## src/rtl/bp_pkg.sv

```systemverilog
// Shared return-address-stack defaults, the checkpoint record layout, and a
// helper that reduces one cycle's push/pop request to a single stack operation.
package bp_pkg;

    localparam int RAS_DEPTH    = 16;
    localparam int RAS_XLEN     = 64;
    localparam int RAS_NUM_CKPT = 4;
    localparam int RAS_TOS_W    = $clog2(RAS_DEPTH);
    localparam int RAS_CNT_W    = RAS_TOS_W + 1;

    typedef struct packed {
        logic [RAS_TOS_W-1:0] tos;
        logic [RAS_CNT_W-1:0] count;
        logic [RAS_XLEN-1:0]  top_addr;
    } ras_ckpt_t;

    typedef enum logic [1:0] {
        OP_IDLE,
        OP_PUSH,
        OP_POP,
        OP_REPLACE
    } ras_op_e;

    // A push paired with a pop on a live stack replaces the top entry in place;
    // on an empty stack the pop has nothing to remove, so it is a plain push.
    function automatic ras_op_e ras_decode(input logic push,
                                           input logic pop,
                                           input logic empty);
        ras_op_e op;
        op = OP_IDLE;
        if (push && pop && !empty) begin
            op = OP_REPLACE;
        end else if (push) begin
            op = OP_PUSH;
        end else if (pop && !empty) begin
            op = OP_POP;
        end
        return op;
    endfunction

endpackage

```

## src/rtl/ras_ckpt_file.sv

```systemverilog
// Checkpoint slot storage for the return-address stack: one write port,
// an asynchronous read port, and per-slot valid bits cleared by reset.
module ras_ckpt_file #(
    parameter  int NUM_CKPT = 4,
    parameter  int W        = 8,
    localparam int CKPT_W   = $clog2(NUM_CKPT)
) (
    input  logic              clk,
    input  logic              reset_n,
    input  logic              i_wr_en,
    input  logic [CKPT_W-1:0] i_wr_id,
    input  logic [W-1:0]      i_wr_data,
    input  logic [CKPT_W-1:0] i_rd_id,
    output logic [W-1:0]      o_rd_data,
    output logic              o_rd_valid
);

    logic [W-1:0]        r_payload [NUM_CKPT];
    logic [NUM_CKPT-1:0] w_valid;

    // Payloads are deliberately left out of reset; the valid bits guard them.
    always_ff @(posedge clk) begin
        if (reset_n && i_wr_en) begin
            r_payload[i_wr_id] <= i_wr_data;
        end
    end

    generate
        for (genvar gi = 0; gi < NUM_CKPT; gi++) begin : g_slot
            logic r_vld;

            always_ff @(posedge clk or negedge reset_n) begin
                if (!reset_n) begin
                    r_vld <= 1'b0;
                end else if (i_wr_en && (i_wr_id == CKPT_W'(gi))) begin
                    r_vld <= 1'b1;
                end
            end

            assign w_valid[gi] = r_vld;
        end
    endgenerate

    assign o_rd_data  = r_payload[i_rd_id];
    assign o_rd_valid = w_valid[i_rd_id];

endmodule

```

## src/rtl/ras_ckpt.sv

```systemverilog
// Return-address stack: circular buffer with saturating count and optional
// checkpoint/restore for mispredict repair (enabled by defining RAS_CKPT_EN).
module ras_ckpt
    import bp_pkg::*;
#(
    parameter  int DEPTH    = RAS_DEPTH,
    parameter  int XLEN     = RAS_XLEN,
    parameter  int NUM_CKPT = RAS_NUM_CKPT,
    localparam int CKPT_W   = $clog2(NUM_CKPT),
    localparam int TOS_W    = $clog2(DEPTH),
    localparam int CNT_W    = TOS_W + 1
) (
    input  logic              clk,
    input  logic              reset_n,
    input  logic              push_i,
    input  logic [XLEN-1:0]   push_addr_i,
    input  logic              pop_i,
    output logic [XLEN-1:0]   top_addr_o,
    output logic              top_valid_o,
    output logic              full_o,
    output logic [CNT_W-1:0]  count_o,
    input  logic              ckpt_i,
    input  logic [CKPT_W-1:0] ckpt_id_i,
    input  logic              restore_i,
    input  logic [CKPT_W-1:0] restore_id_i
);

    localparam logic [CNT_W-1:0] FULL_CNT = CNT_W'(DEPTH);
    localparam logic [CNT_W-1:0] CNT_ONE  = CNT_W'(1);
    localparam logic [TOS_W-1:0] TOS_ONE  = TOS_W'(1);

    logic [TOS_W-1:0] r_tos;
    logic [CNT_W-1:0] r_count;
    logic [XLEN-1:0]  r_entry [DEPTH];

    logic [TOS_W-1:0] w_tos_next;
    logic [CNT_W-1:0] w_count_next;
    logic             w_wr_en;
    logic [TOS_W-1:0] w_wr_idx;
    logic [XLEN-1:0]  w_wr_data;
    logic             w_empty;
    logic             w_full;
    logic [XLEN-1:0]  w_top;
    ras_op_e          w_op;

    logic             w_restore_hit;
    logic [TOS_W-1:0] w_rs_tos;
    logic [CNT_W-1:0] w_rs_count;
    logic [XLEN-1:0]  w_rs_top;

    assign w_empty = (r_count == '0);
    assign w_full  = (r_count == FULL_CNT);
    assign w_top   = r_entry[r_tos];
    assign w_op    = ras_decode(push_i, pop_i, w_empty);

`ifdef RAS_CKPT_EN
    localparam int PW = TOS_W + CNT_W + XLEN;

    logic [PW-1:0] w_ck_wr_data;
    logic [PW-1:0] w_ck_rd_data;
    logic          w_ck_rd_valid;
    logic          w_ck_wr_en;

    // The snapshot is taken from the pre-update state, so a same-cycle
    // push/pop is not part of it; a valid restore suppresses the checkpoint.
    assign w_ck_wr_data  = {r_tos, r_count, w_top};
    assign w_restore_hit = restore_i && w_ck_rd_valid;
    assign w_ck_wr_en    = ckpt_i && !w_restore_hit;
    assign {w_rs_tos, w_rs_count, w_rs_top} = w_ck_rd_data;

    ras_ckpt_file #(
        .NUM_CKPT (NUM_CKPT),
        .W        (PW)
    ) u_ckpt_file (
        .clk        (clk),
        .reset_n    (reset_n),
        .i_wr_en    (w_ck_wr_en),
        .i_wr_id    (ckpt_id_i),
        .i_wr_data  (w_ck_wr_data),
        .i_rd_id    (restore_id_i),
        .o_rd_data  (w_ck_rd_data),
        .o_rd_valid (w_ck_rd_valid)
    );
`else
    logic w_unused_ckpt;

    assign w_unused_ckpt = ^{ckpt_i, ckpt_id_i, restore_i, restore_id_i};
    assign w_restore_hit = 1'b0;
    assign w_rs_tos      = '0;
    assign w_rs_count    = '0;
    assign w_rs_top      = '0;
`endif

    always_comb begin
        w_tos_next   = r_tos;
        w_count_next = r_count;
        w_wr_en      = 1'b0;
        w_wr_idx     = r_tos;
        w_wr_data    = push_addr_i;

        if (w_restore_hit) begin
            w_tos_next   = w_rs_tos;
            w_count_next = w_rs_count;
            w_wr_en      = 1'b1;
            w_wr_idx     = w_rs_tos;
            w_wr_data    = w_rs_top;
        end else begin
            case (w_op)
                OP_PUSH: begin
                    // When full, tos+1 lands on the oldest entry and overwrites it.
                    w_tos_next = r_tos + TOS_ONE;
                    w_wr_en    = 1'b1;
                    w_wr_idx   = r_tos + TOS_ONE;
                    if (!w_full) begin
                        w_count_next = r_count + CNT_ONE;
                    end
                end
                OP_POP: begin
                    w_tos_next   = r_tos - TOS_ONE;
                    w_count_next = r_count - CNT_ONE;
                end
                OP_REPLACE: begin
                    w_wr_en = 1'b1;
                end
                default: begin
                end
            endcase
        end
    end

    always_ff @(posedge clk or negedge reset_n) begin
        if (!reset_n) begin
            r_tos   <= '0;
            r_count <= '0;
        end else begin
            r_tos   <= w_tos_next;
            r_count <= w_count_next;
        end
    end

    // Entry storage has no reset; writes are dropped while reset is held.
    always_ff @(posedge clk) begin
        if (reset_n && w_wr_en) begin
            r_entry[w_wr_idx] <= w_wr_data;
        end
    end

    assign top_addr_o  = w_empty ? '0 : w_top;
    assign top_valid_o = !w_empty;
    assign full_o      = w_full;
    assign count_o     = r_count;

endmodule

```

## config.mk

```make
export PLATFORM = sky130hd
export DESIGN_NAME = ras_ckpt
export DESIGN_NICKNAME = d
export VERILOG_FILES = /design/src/rtl/bp_pkg.sv /design/src/rtl/ras_ckpt_file.sv /design/src/rtl/ras_ckpt.sv
export SDC_FILE = /design/constraint.sdc
export NUM_CORES = 1
export LEC_CHECK = 0
export CAP_MARGIN = 15
export CORE_ASPECT_RATIO = 0.9
export CORE_MARGIN = 2
export CORE_UTILIZATION = 50
export CTS_CLUSTER_DIAMETER = 50
export CTS_CLUSTER_SIZE = 20
export DETAILED_ROUTE_END_ITERATION = 8
export GPL_TIMING_DRIVEN = 0
export PLACE_DENSITY = 0.7
export SLEW_MARGIN = 20
export SYNTH_ARGS = -nofsm -noshare
export SYNTH_HDL_FRONTEND = slang
export SYNTH_SLANG_ARGS = --single-unit
```

## constraint.sdc

```tcl
create_clock -name clk -period 10.29 [get_ports clk]
set_input_delay 1.029 -clock clk [delete_from_list [all_inputs] [get_ports clk]]
set_output_delay 1.029 -clock clk [all_outputs]
set_load 0.005 [all_outputs]
```

; Yosys cells after proc, flatten, opt, wreduce, memory -nomap -nowiden
; Memory sizes are Yosys's and may differ from the RTL's.
; Index checks and enable logic that the tools add are counted.
[word_totals]
regBits = 9
ram_bits = 1024
in_bits = 74
output_inout_bits = 71
wordCells = 32
n_memories = 1
[mem_list]
columns = name, depth, word_bits, rd, rd_clocked_by_memory_dff, wr, line_no
row1 = r_entry, 16, 64, 1, 0, 1, ras_ckpt.sv:34  ; logic [XLEN-1:0] r_entry [DEPTH];
[op_classes]
n_addsub = 4
n_eq_ne = 5
muxes = 11
reduce_logical = 9
[ops]
columns = cell, n
row1 = $mux 64, 1
row2 = $pmux 5 s2, 1
row3 = $pmux 4 s2, 1
row4 = $mux 2, 3
row5 = $add 5x1->5 const B, 1
row6 = $eq 5x5->1 const B, 1
row7 = $logic_not 5->1, 1
row8 = $mux 5, 1
row9 = $sub 5x1->5 const B, 1
row10 = $add 4x1->4 const B, 1
row11 = $eq 2x2->1 const B, 2
row12 = $logic_and 1x1->1, 4
row13 = $mux 4, 1
row14 = $sub 4x1->4 const B, 1
row15 = $mux 1, 3
row16 = $eq 2x1->1 const B, 1
row17 = $ne 2x2->1 const B, 1
row18 = $reduce_and 2->1, 1
row19 = $reduce_bool 2->1, 1
row20 = $reduce_or 2->1, 1
row21 = $logic_not 1->1, 1

; Depth between registers and ports, before layout
; Gate-level depths: netlist of run 1.
[logic_depth]
word_depth = 12
depth_mapped = 9
ltp_nobuf = 8

; Least setup slack after synthesis of run 1
; No wires, ideal clock.
[synth_path]
path_kind = input to register
startpoint = in push_i
endpoint = mem r_entry[12][0] (netlist bit) (enable)
setup_time_ns = 0.565
arrival_ns = 6.138
t_required_ns = 9.725
slack_ns = 3.588
cell_stages = 5
n_path_buf = 1
cell_sequence = clkbuf_1 -> nand2_1 -> nor2_1 -> mux2i_2 -> nor3_1
[synth_via]
elab_chain_cells = 9
elab_cells_between_ends = 12
classes_between = 2 x eq/ne / 6 x mux / 4 x reduce/logical
[synth_lines]
columns = item, line_no
row1 = "start, declared", ras_ckpt.sv:15  ; input logic push_i,
row2 = $logic_and 1x1->1 (2 in a row), bp_pkg.sv:31  ; if (push && pop && !empty) begin
row3 = $mux 2 *, bp_pkg.sv:31
row4 = $eq 2x1->1 or $eq 2x2->1 (tied branches), ras_ckpt.sv:108  ; case (w_op)
row5 = $reduce_or 2->1 (no source line), --
row6 = $mux 1, ras_ckpt.sv:108
row7 = $logic_and 1x1->1, ras_ckpt.sv:143  ; if (reset_n && w_wr_en) begin
row8 = $mux 1, ras_ckpt.sv:143
row9 = $mux 1 (not written as such), ras_ckpt.sv:144  ; r_entry[w_wr_idx] <= w_wr_data;
row10 = "end, declared", ras_ckpt.sv:34
; Every way passes the cells marked *; elsewhere a longest branch is shown, timed or not.

; Final worst setup path of run 1
[layout_path]
startpoint = reg r_tos[1]
endpoint = out top_addr_o[24]
[layout_via]
elab_chain_cells = 2
[layout_lines]
columns = item, line_no
row1 = "start, declared", ras_ckpt.sv:32  ; logic [TOS_W-1:0] r_tos;
row2 = "start signal, assigned", ras_ckpt.sv:136  ; r_tos <= w_tos_next;
row3 = $mem_v2 16x64, --
row4 = $mux 64, ras_ckpt.sv:148  ; assign top_addr_o = w_empty ? '0 : w_top;
row5 = "end, declared", ras_ckpt.sv:18  ; output logic [XLEN-1:0] top_addr_o,
; Every way passes these cells.

==> metrics.txt, run 1 <==
status=finished, final reports clean; crit path kind=flop to output port; DR iter-0 viols=2119; static leakage=roughly 15 nW; Final Critical Period=about 5.4 ns; post-route clock skew=around 0.026 ns; CTS Sinks=a little over 1000; # resized after CTS=0; Pwr Density=about 260 nW/um^2; routed len/inst=between 20 and 30 um; Worst Setup End Kind=output port; Mapped Cells=between 1500 and 2000; total power=~12 mW; Num CTS Buffers=just over 80; num ports=about 150; Max Slew Vio Count=0; chip width=299.9 um; sequential cell area fraction in the yosys report=78.59%; clock transition at the registers of the reported paths=around 0.080 ns; final net count=2110; final setup fails=0; vias per cell=between 6 and 7; num rows=97; ys flop type=edfxtp_1; synth warn=0; Detail Placement HPWL=slightly above 60000 um; Max-Cap Viols=0; All-Layer GR Usage=22.44%; H-tree depth=3; worst setup margin=around 4.9 ns; number of global-route vias before repair=approximately 20000; Required @ worst endpoint=around 9.3 ns; most numerous cell in the Yosys netlist=edfxtp_1; R2R Setup Slk=~5.9 ns; proportion of layout cells with a drive suffix above 1=approximately 30%; final hold slack=between 0.5 and 0.6 ns; drt drc=0; initial antenna violation count=10; Die H=around 270 um; routability congestion estimate=0.7608; Synth top area share=78.02%; top cells by area, synth=edfxtp_1 78%, mux4_2 15%, mux2i_1 3.3%; Post-synth top cells=1024 x edfxtp_1, 256 x mux4_2, 129 x mux2i_1; ANT nets after route=0; Hold WC Path Type=flop to flop; Hold Buf Count CTS=0; Layout area overhead=17.28%; post-synthesis register bit count=between 1000 and 1500; worst skew pair latency=between 0.6 and 0.7 ns; critical path data arrival time=~4.4 ns; first-pass GRT wire length=roughly 130000 um; EDFF count, synth=roughly 1000; DRT Pass-1 Iters=5; post-synth net total=approximately 1700; PortBufs=about 140; Yosys top cell by area=edfxtp_1; clk buf depth=3; CTS tree=done; Max Freq=185.7 MHz; Slew Limit Headroom=a little over a fifth; initial core utilization=between 50% and 60%; Core ar.=77920 um^2; Fin Setup TNS=0 ns; Post-Syn Area per Cell=23.81 um^2; VDD IR max=0.1764 mV; routed vias=around 19000; crit-path max FO=10; die area=~81000 um^2; GRT overflow=0; final hold violations=0; largest net degree at the start of global routing=21; distinct cell type count after synthesis=38; pre-CTS WS=5.658 ns; Final Util=between 50% and 60%; Root Buffer=clkbuf_16; Total Wirelength=89910 um; worst slew pin tran=1.174 ns; Async SR Flop Fraction=less than 1%; RSZ-0062 raised after global routing=false; crit path launch type=flop; Post-CTS Setup Repair Bufs=0; Final Cycle Share=52.35%; Post-Syn Area=39410 um^2
per-stage QoR:
step           cell area, um^2  cells
3_3_place_gp             42090   2832
4_1_cts                  46210   3133
5_1_grt                  46220   3135
2_1_floorplan            39410   1655
3_5_place_dp             43460   2989
6_report                 46220   3137
worst paths after layout:
kind | from | depth (start not counted) | endpoint
max in group asynchronous | reset_n | 1 | r_tos[2]
worst max-delay path | r_tos[1] | 7 | top_addr_o[24]
worst max register to register | r_tos[1] | 8 | r_entry[10][50]
worst min-delay path | r_tos[3] | 1 | r_tos[3]
worst min register to register | r_tos[3] | 1 | r_tos[3]
min in group asynchronous | reset_n | 1 | count_o[3]
worst max-delay path: stages (launching register included):
cell	delay, ns
dfrtp_1	0.36
buf_2	0.33
clkbuf_1	0.62
clkbuf_1	0.79
mux4_2	0.38
mux2i_1	0.08
o22ai_1	0.54
clkdlybuf4s50_1	0.62
where the power goes:
group          switching, mW  total, mW  internal [mW]
Clock                   1.55       3.25           1.69
Combinational           2.06       3.95           1.89
Sequential            0.0644       4.93           4.87
state kept, by name, indices dropped and copies added, names as in the netlist:
register and cells:
r_tos 4, count_o 5, r_entry 1024
logic make-up after synthesis:
family | share of synthesized area [%]
compound gates | 1.270
xor+xnor | 0.3111
fa+ha+maj | 0.09525
buf+inv | 1.057
flops | 78.59
mux | 18.03
simple gates | 0.6445
placed cells by master, fill, tap and decap left out, drive strengths merged, types with 3 or more instances in the layout:
cell and n:
a21oi 5, and3 3, buf 216, bufinv 6, clkbuf 118, clkdlybuf4s50 138
clkinv 24, clkinvlp 4, dfrtp 9, diode 4, edfxtp 1024, ha 3
inv 26, mux2i 131, mux4 256, nand2 7, nand2b 5, nor2 8
nor3 17, o21ai 3, o22ai 64, xnor2 6, xor2 5
area by class of cell:
| type | instances | area, um^2 |
|---|---|---|
| Antenna cell | 4 | 10.01 |
| Buffer | 90 | 405.4 |
| Clock buffer | 87 | 2102 |
| Clock inverter | 57 | 650.6 |
| Fill cell | 5449 | 31690 |
| Inverter | 3 | 11.26 |
| Multi-Input combinational cell | 529 | 8102 |
| Sequential cell | 1033 | 30970 |
| Tap cell | 1039 | 1300 |
| Timing Repair Buffer | 295 | 2669 |
layer usage:
layer	vias to the layer above	global-route usage, %	part of all wire, %
met1	10089	31.21	40
met3	168	4.215	7.4
li1	7902	-	-
met5	-	0	0.10
met4	14	6.013	2.3
met2	787	36.87	50
Note: power is estimated with default switching activity, not from simulation.
==> inputs of run 2 (changes only) <==
==> constraint.sdc (replaced) <==
create_clock -name clk -period 5.25 [get_ports clk]
set_input_delay 0.525 -clock clk [delete_from_list [all_inputs] [get_ports clk]]
set_output_delay 0.525 -clock clk [all_outputs]
set_load 0.005 [all_outputs]
==> run 2 against run 1 <==
Effect of this change:
- sequential share of layout area shrank 0.85 points
- critical path depth is the same
- power grew 100%
- largest cell class unchanged
- worst setup slack lost 4.5 ns
- critical endpoint is now top_addr_o[0]
- clock skew shrank 0.0018 ns
- utilization grew 0.76 points
==> metrics.txt, run 2 (synthesized netlist as in run 1, its figures left out) <==
vias per cell=6.053 (was 6.044); number of global-route vias before repair=19640 (was 19543); CTS Sinks=1033 (unchanged); cell family with most CP delay=buffers and inverters (unchanged); CP Cell Sequence=buf_2 > buf_1 > clkbuf_1 > mux4_2 > mux2i_1 > o22ai_1 > clkdlybuf4s50_1 (was buf_2 > clkbuf_1 > clkbuf_1 > mux4_2 > mux2i_1 > o22ai_1 > clkdlybuf4s50_1); max FFs per register=1024 (unchanged); Core ar.=77920 um^2 (unchanged); # resized after CTS=0 (unchanged); PortBufs=138 (unchanged); Final Util=60.08% (was 59.32%); Finished Layout Cells=3140 (was 3137); worst skew pair latency=0.65 ns (was 0.64 ns); Total Wirelength=89330 um (was 89910 um); most frequent cells in the layout=1024 x edfxtp_1, 256 x mux4_2, 138 x clkdlybuf4s50_1 (unchanged); CTS tree=done (unchanged); Final Cycle Share=about 90%; crit path from=r_tos[1] (unchanged); largest net degree at the start of global routing=21 (unchanged); Required @ worst endpoint=4.72 ns (was 9.26 ns); post-route clock skew=0.02428 ns (was 0.02612 ns); Max Freq=205.3 MHz; ANT nets after route=0 (unchanged); Max-Cap Viols=0 (unchanged); Max Slew Vio Count=0 (unchanged); worst setup path end=top_addr_o[0] (was top_addr_o[24]); Critical R2R Capture=r_entry[1][36] (was r_entry[10][50]); GRT overflow=0 (unchanged); FF-to-FF Start=r_tos[0] (was r_tos[1]); DRT Pass-1 Iters=6 (was 5); Pint=16.91 mW (was 8.450 mW); clock group share of total power=28.5% (was 26.8%); Pwr Density=520.1 nW/um^2 (was 262.4 nW/um^2); Reg2Reg Depth=13 (was 8); Num CTS Buffers=88 (was 81); DR iter-0 viols=2126 (was 2119); final net count=2104 (was 2110); Slew Limit Headroom=28.98% (was 21.74%); Hold Buf Count CTS=0 (unchanged); routed vias=19005 (was 18960); commonest non-fill, non-tap cell in the layout=edfxtp_1 (unchanged); static leakage=15.13 nW (was 14.92 nW); crit path launch type=flop (unchanged); Root Buffer=clkbuf_16 (unchanged); Buf/Inv on CP=4 (unchanged); num rows=97 (unchanged); num ports=145 (unchanged); Die H=270.4 um (unchanged); die area=81090 um^2 (unchanged); crit-path max FO=10 (unchanged); Flop pwr share=39.7% (was 40.7%); slowest CP cell=clkbuf_1 (unchanged); worst slew pin tran=1.065 ns (was 1.174 ns); Layout area overhead=18.78% (was 17.28%); Hold WC Path Type=input port to asynchronous set/reset pin (was flop to flop); fillers=5379 (was 5449); All-Layer GR Usage=22.35% (was 22.44%); first-pass GRT wire length=131300 um (was 131700 um); RSZ-0062 raised after global routing=false (unchanged); Post-CTS Setup Repair Bufs=0 (unchanged); crit path kind=flop to output port (unchanged); clk buf depth=3 (unchanged); H-tree depth=3 (unchanged); status=finished, final reports clean (unchanged); Biggest register=r_entry (unchanged); placed cells=2976 (was 2989); Gate power share=31.8% (was 32.6%); routability congestion estimate=0.7491 (was 0.7608); final hold violations=0 (unchanged); final setup fails=0 (unchanged); clock transition at the registers of the reported paths=0.07 ns (was 0.08 ns); initial core utilization=50.58% (unchanged); proportion of layout cells with a drive suffix above 1=29.78% (was 29.56%); routed len/inst=28.45 um (was 28.66 um); critical path data arrival time=4.35 ns (was 4.36 ns); initial antenna violation count=9 (was 10); R2R Setup Slk=0.74 ns (was 5.92 ns); VDD IR max=0.3146 mV (was 0.1764 mV); crit-path max cell delay=0.79 ns (about the same); switching share of power=30.54% (was 30.34%); Final Critical Period=~5 ns; NetSw=7.437 mW (was 3.680 mW); critical path depth=7 (unchanged); Detail Placement HPWL=59470 um (was 60850 um); final hold slack=0.2020 ns (was 0.5457 ns); chip width=299.9 um (unchanged); drt drc=0 (unchanged); Worst Setup End Kind=output port (unchanged)
## run 2: cell count changes in the layout (fill, tap and decap cells not counted), moves of 3 or more
cell	change
clkinv_4	-4
nor3_4	+5
buf_8	+28
inv_8	+4
clkinv_8	+12
nor3_2	-5
inv_12	+3
buf_4	-46
clkbuf_16	+6
buf_6	+3
## run 2: through the flow
stage,TNS [ns],worst slack (ns),instance area [um^2],power (mW)
2_1_floorplan,-941.32,-1.348,39440,14.41
3_3_place_gp,-6032.45,-7.376,42120,17.45
3_5_place_dp,0,0.8445,43660,17.67
4_1_cts,0,0.3091,46810,24.60
5_1_grt,0,0.3083,46810,25.31
6_report,0,0.3792,46810,24.35
## run 2: per-layer routing
metal,wire length (um),track usage [%]
met5,84,0
met4,2115,6.184
met3,5830,3.861
met2,45680,37.54
met1,35620,30.46
## run 2: power groups by stage
stage	clock network [mW]	registers, mW	logic (mW)
CTS	7.06	9.67	7.87
finish	6.94	9.67	7.74
floorplan	0	9.87	4.54
global placement	0	9.96	7.49
detailed placement	0	9.85	7.82
global route	7.38	9.70	8.24
## run 2: final cells by class
cell class                 count  area (um^2)  area share (%)
sequential                  1033        30970           66.16
clock buffer                  93         2242           4.789
clock inverter                69        910.9           1.946
timing repair buffer         282         2833           6.051
multi-input combinational    529         8133           17.37
tap                         1039         1300           2.777
antenna                        2        5.005         0.01069
buffer                        90        405.4          0.8659
inverter                       3        11.26         0.02405
## run 2: how the worst min path moves through the flow
stage / slack, ns / to
2_1_floorplan: 0.23 / count_o[0]
3_3_place_gp: 0.51 / r_tos[3]
3_5_place_dp: 0.53 / r_tos[3]
4_1_cts: 0.19 / r_tos[0]
5_1_grt: 0.24 / r_tos[0]
6_report: 0.20 / r_tos[0]
==> inputs of run 3 (changes only) <==
--- a/config.mk
+++ b/config.mk
@@ -9,6 +9,7 @@
 export CORE_ASPECT_RATIO = 0.9
 export CORE_MARGIN = 2
 export CORE_UTILIZATION = 50
+export CTS_BUF_LIST = sky130_fd_sc_hd__clkbuf_8
 export CTS_CLUSTER_DIAMETER = 50
 export CTS_CLUSTER_SIZE = 20
 export DETAILED_ROUTE_END_ITERATION = 8
==> run 3 against run 2 <==
Effect of this change:
- wire length is 1.6% lower
- utilization fell by 1.3 points
- clock power decreased by 25%
- fmax decreased by 1.5%
- sequential share of layout area is 1.5 points higher
- clock skew is 0.016 ns higher
- power decreased by 7.3%
- highest routed layer unchanged
==> metrics.txt, run 3 (synthesized netlist as in run 1, its figures left out) <==
Final Cycle Share=94.18% (was 92.78%); crit path launch type=flop (unchanged); Fin Setup TNS=0 ns (unchanged); final hold violations=0 (unchanged); CTS tree=done (unchanged); most frequent cells in the layout=1024 x edfxtp_1, 256 x mux4_2, 138 x clkdlybuf4s50_1 (unchanged); routability congestion estimate=0.7491 (unchanged); largest net degree at the start of global routing=21 (unchanged); All-Layer GR Usage=21.99% (was 22.35%); Gate power share=34.1% (was 31.8%); H-tree depth=3 (unchanged); clock transition at the registers of the reported paths=0.10 ns (was 0.07 ns); Worst Setup End Kind=output port (unchanged); static leakage=14.67 nW (was 15.13 nW); Detail Placement HPWL=59470 um (unchanged); Hold Buf Count CTS=0 (unchanged); Total Wirelength=87940 um (was 89330 um); Root Buffer=clkbuf_8 (was clkbuf_16); final setup fails=0 (unchanged); Final Util=58.75% (was 60.08%); Flop pwr share=42.8% (was 39.7%); first-pass GRT wire length=129100 um (was 131300 um); Die H=270.4 um (unchanged); worst skew pair latency=0.74 ns (was 0.65 ns); die area=81090 um^2 (unchanged); crit path kind=flop to output port (unchanged); commonest non-fill, non-tap cell in the layout=edfxtp_1 (unchanged); R2R Setup Slk=0.75 ns (was 0.74 ns); Finished Layout Cells=3139 (was 3140); vias per cell=5.960 (was 6.053); PortBufs=138 (unchanged); status=finished, final reports clean (unchanged); chip width=299.9 um (unchanged); NetSw=7.159 mW (was 7.437 mW); num ports=145 (unchanged); multi-input logic area=8133 um^2 (unchanged); number of global-route vias before repair=19463 (was 19640); worst setup margin=0.3053 ns (was 0.3792 ns); Slew Limit Headroom=28.90% (was 28.98%); drt drc=0 (unchanged); Final Critical Period=4.945 ns (was 4.871 ns); final hold slack=0.1342 ns (was 0.2020 ns); ANT nets after route=0 (unchanged); VDD IR max=0.3005 mV (was 0.3146 mV); # resized after CTS=0 (unchanged); clock group share of total power=23.1% (was 28.5%); clk buf depth=3 (unchanged); crit-path max FO=10 (unchanged); fillers=5468 (was 5379); worst slew pin tran=1.066 ns (was 1.065 ns); Num CTS Buffers=88 (unchanged); DR iter-0 viols=1896 (was 2126); Core ar.=77920 um^2 (unchanged); Max Slew Vio Count=0 (unchanged); switching share of power=31.71% (was 30.54%); Post-CTS Setup Repair Bufs=0 (unchanged); Biggest register=r_entry (unchanged); GRT overflow=0 (unchanged); routed len/inst=28.01 um (was 28.45 um); Pint=15.42 mW (was 16.91 mW); CTS Sinks=1033 (unchanged); max FFs per register=1024 (unchanged); Layout area overhead=16.15% (was 18.78%); Seq. cell area=30970 um^2 (unchanged); DRT Pass-1 Iters=5 (was 6); pre-CTS WS=0.8445 ns (unchanged); initial core utilization=50.58% (unchanged); post-route clock skew=0.03982 ns (was 0.02428 ns); num rows=97 (unchanged); Hold WC Path Type=input port to asynchronous set/reset pin (unchanged); final net count=2104 (unchanged); Pwr Density=493.2 nW/um^2 (was 520.1 nW/um^2); Max Freq=202.2 MHz (was 205.3 MHz); placed cells=2976 (unchanged); RSZ-0062 raised after global routing=false (unchanged); Max-Cap Viols=0 (unchanged); initial antenna violation count=9 (unchanged); routed vias=18710 (was 19005); Required @ worst endpoint=4.72 ns (about the same); proportion of layout cells with a drive suffix above 1=29.78% (unchanged); critical path data arrival time=4.42 ns (was 4.35 ns)
-- run 3: changes by cell type in the layout (fill, tap and decap cells not counted), sizes merged --
cell      previous run  this run
inv                 32        38
clkbuf             124       120
clkinv              30        26
clkinvlp             3         5
diode                2         1
-- run 3: metrics by stage --
step           instance area [um^2]  total power [mW]
6_report                      45780             22.58
5_1_grt                       45780             23.52
4_1_cts                       45780             22.82
3_5_place_dp                  43660             17.67
3_3_place_gp                  42120             17.45
2_1_floorplan                 39440             14.41
-- run 3: final cells by class --
class | instances | area share, %
Clock inverter | 73 | 1.952
Clock buffer | 89 | 2.676
Sequential cell | 1033 | 67.66
Inverter | 3 | 0.02460
Multi-Input combinational cell | 529 | 17.77
Buffer | 90 | 0.8856
Antenna cell | 1 | 0.005466
Tap cell | 1039 | 2.840
Timing Repair Buffer | 282 | 6.188
-- run 3: final timing paths --
check | endpoint | from | cells past startpoint
worst max-delay path | top_addr_o[0] | r_tos[1] | 7
worst min-delay path | r_tos[0] | reset_n | 1
worst max register to register | r_entry[1][40] | r_tos[0] | 13
worst min register to register | r_tos[3] | r_tos[3] | 1
max in group asynchronous | count_o[4] | reset_n | 1
min in group clk | r_tos[3] | r_tos[3] | 1
-- run 3: worst max-delay path: stages (launching register included) --
cell             delay, ns
dfrtp_1               0.36
buf_2                 0.34
buf_1                 0.68
clkbuf_1              0.79
mux4_2                0.36
mux2i_1               0.08
o22ai_1               0.48
clkdlybuf4s50_1       0.61
-- run 3: power by group through the flow --
stage	combinational, mW	sequential (mW)	clock, mW
3_3_place_gp	7.49	9.96	0
3_5_place_dp	7.82	9.85	0
5_1_grt	8.22	9.69	5.61
4_1_cts	7.85	9.66	5.31
2_1_floorplan	4.54	9.87	0
6_report	7.71	9.66	5.21
-- run 3: metal layers --
metal / vias up / routed length [um] / global-route usage (%) / share of wire (%)
met2: 650 / 45040 / 36.87 / 51
met1: 10043 / 35630 / 29.97 / 41
met3: 144 / 5323 / 4.215 / 6.1
li1: 7857 / - / - / -
met5: - / 94 / 0 / 0.11
met4: 16 / 1852 / 5.539 / 2.1
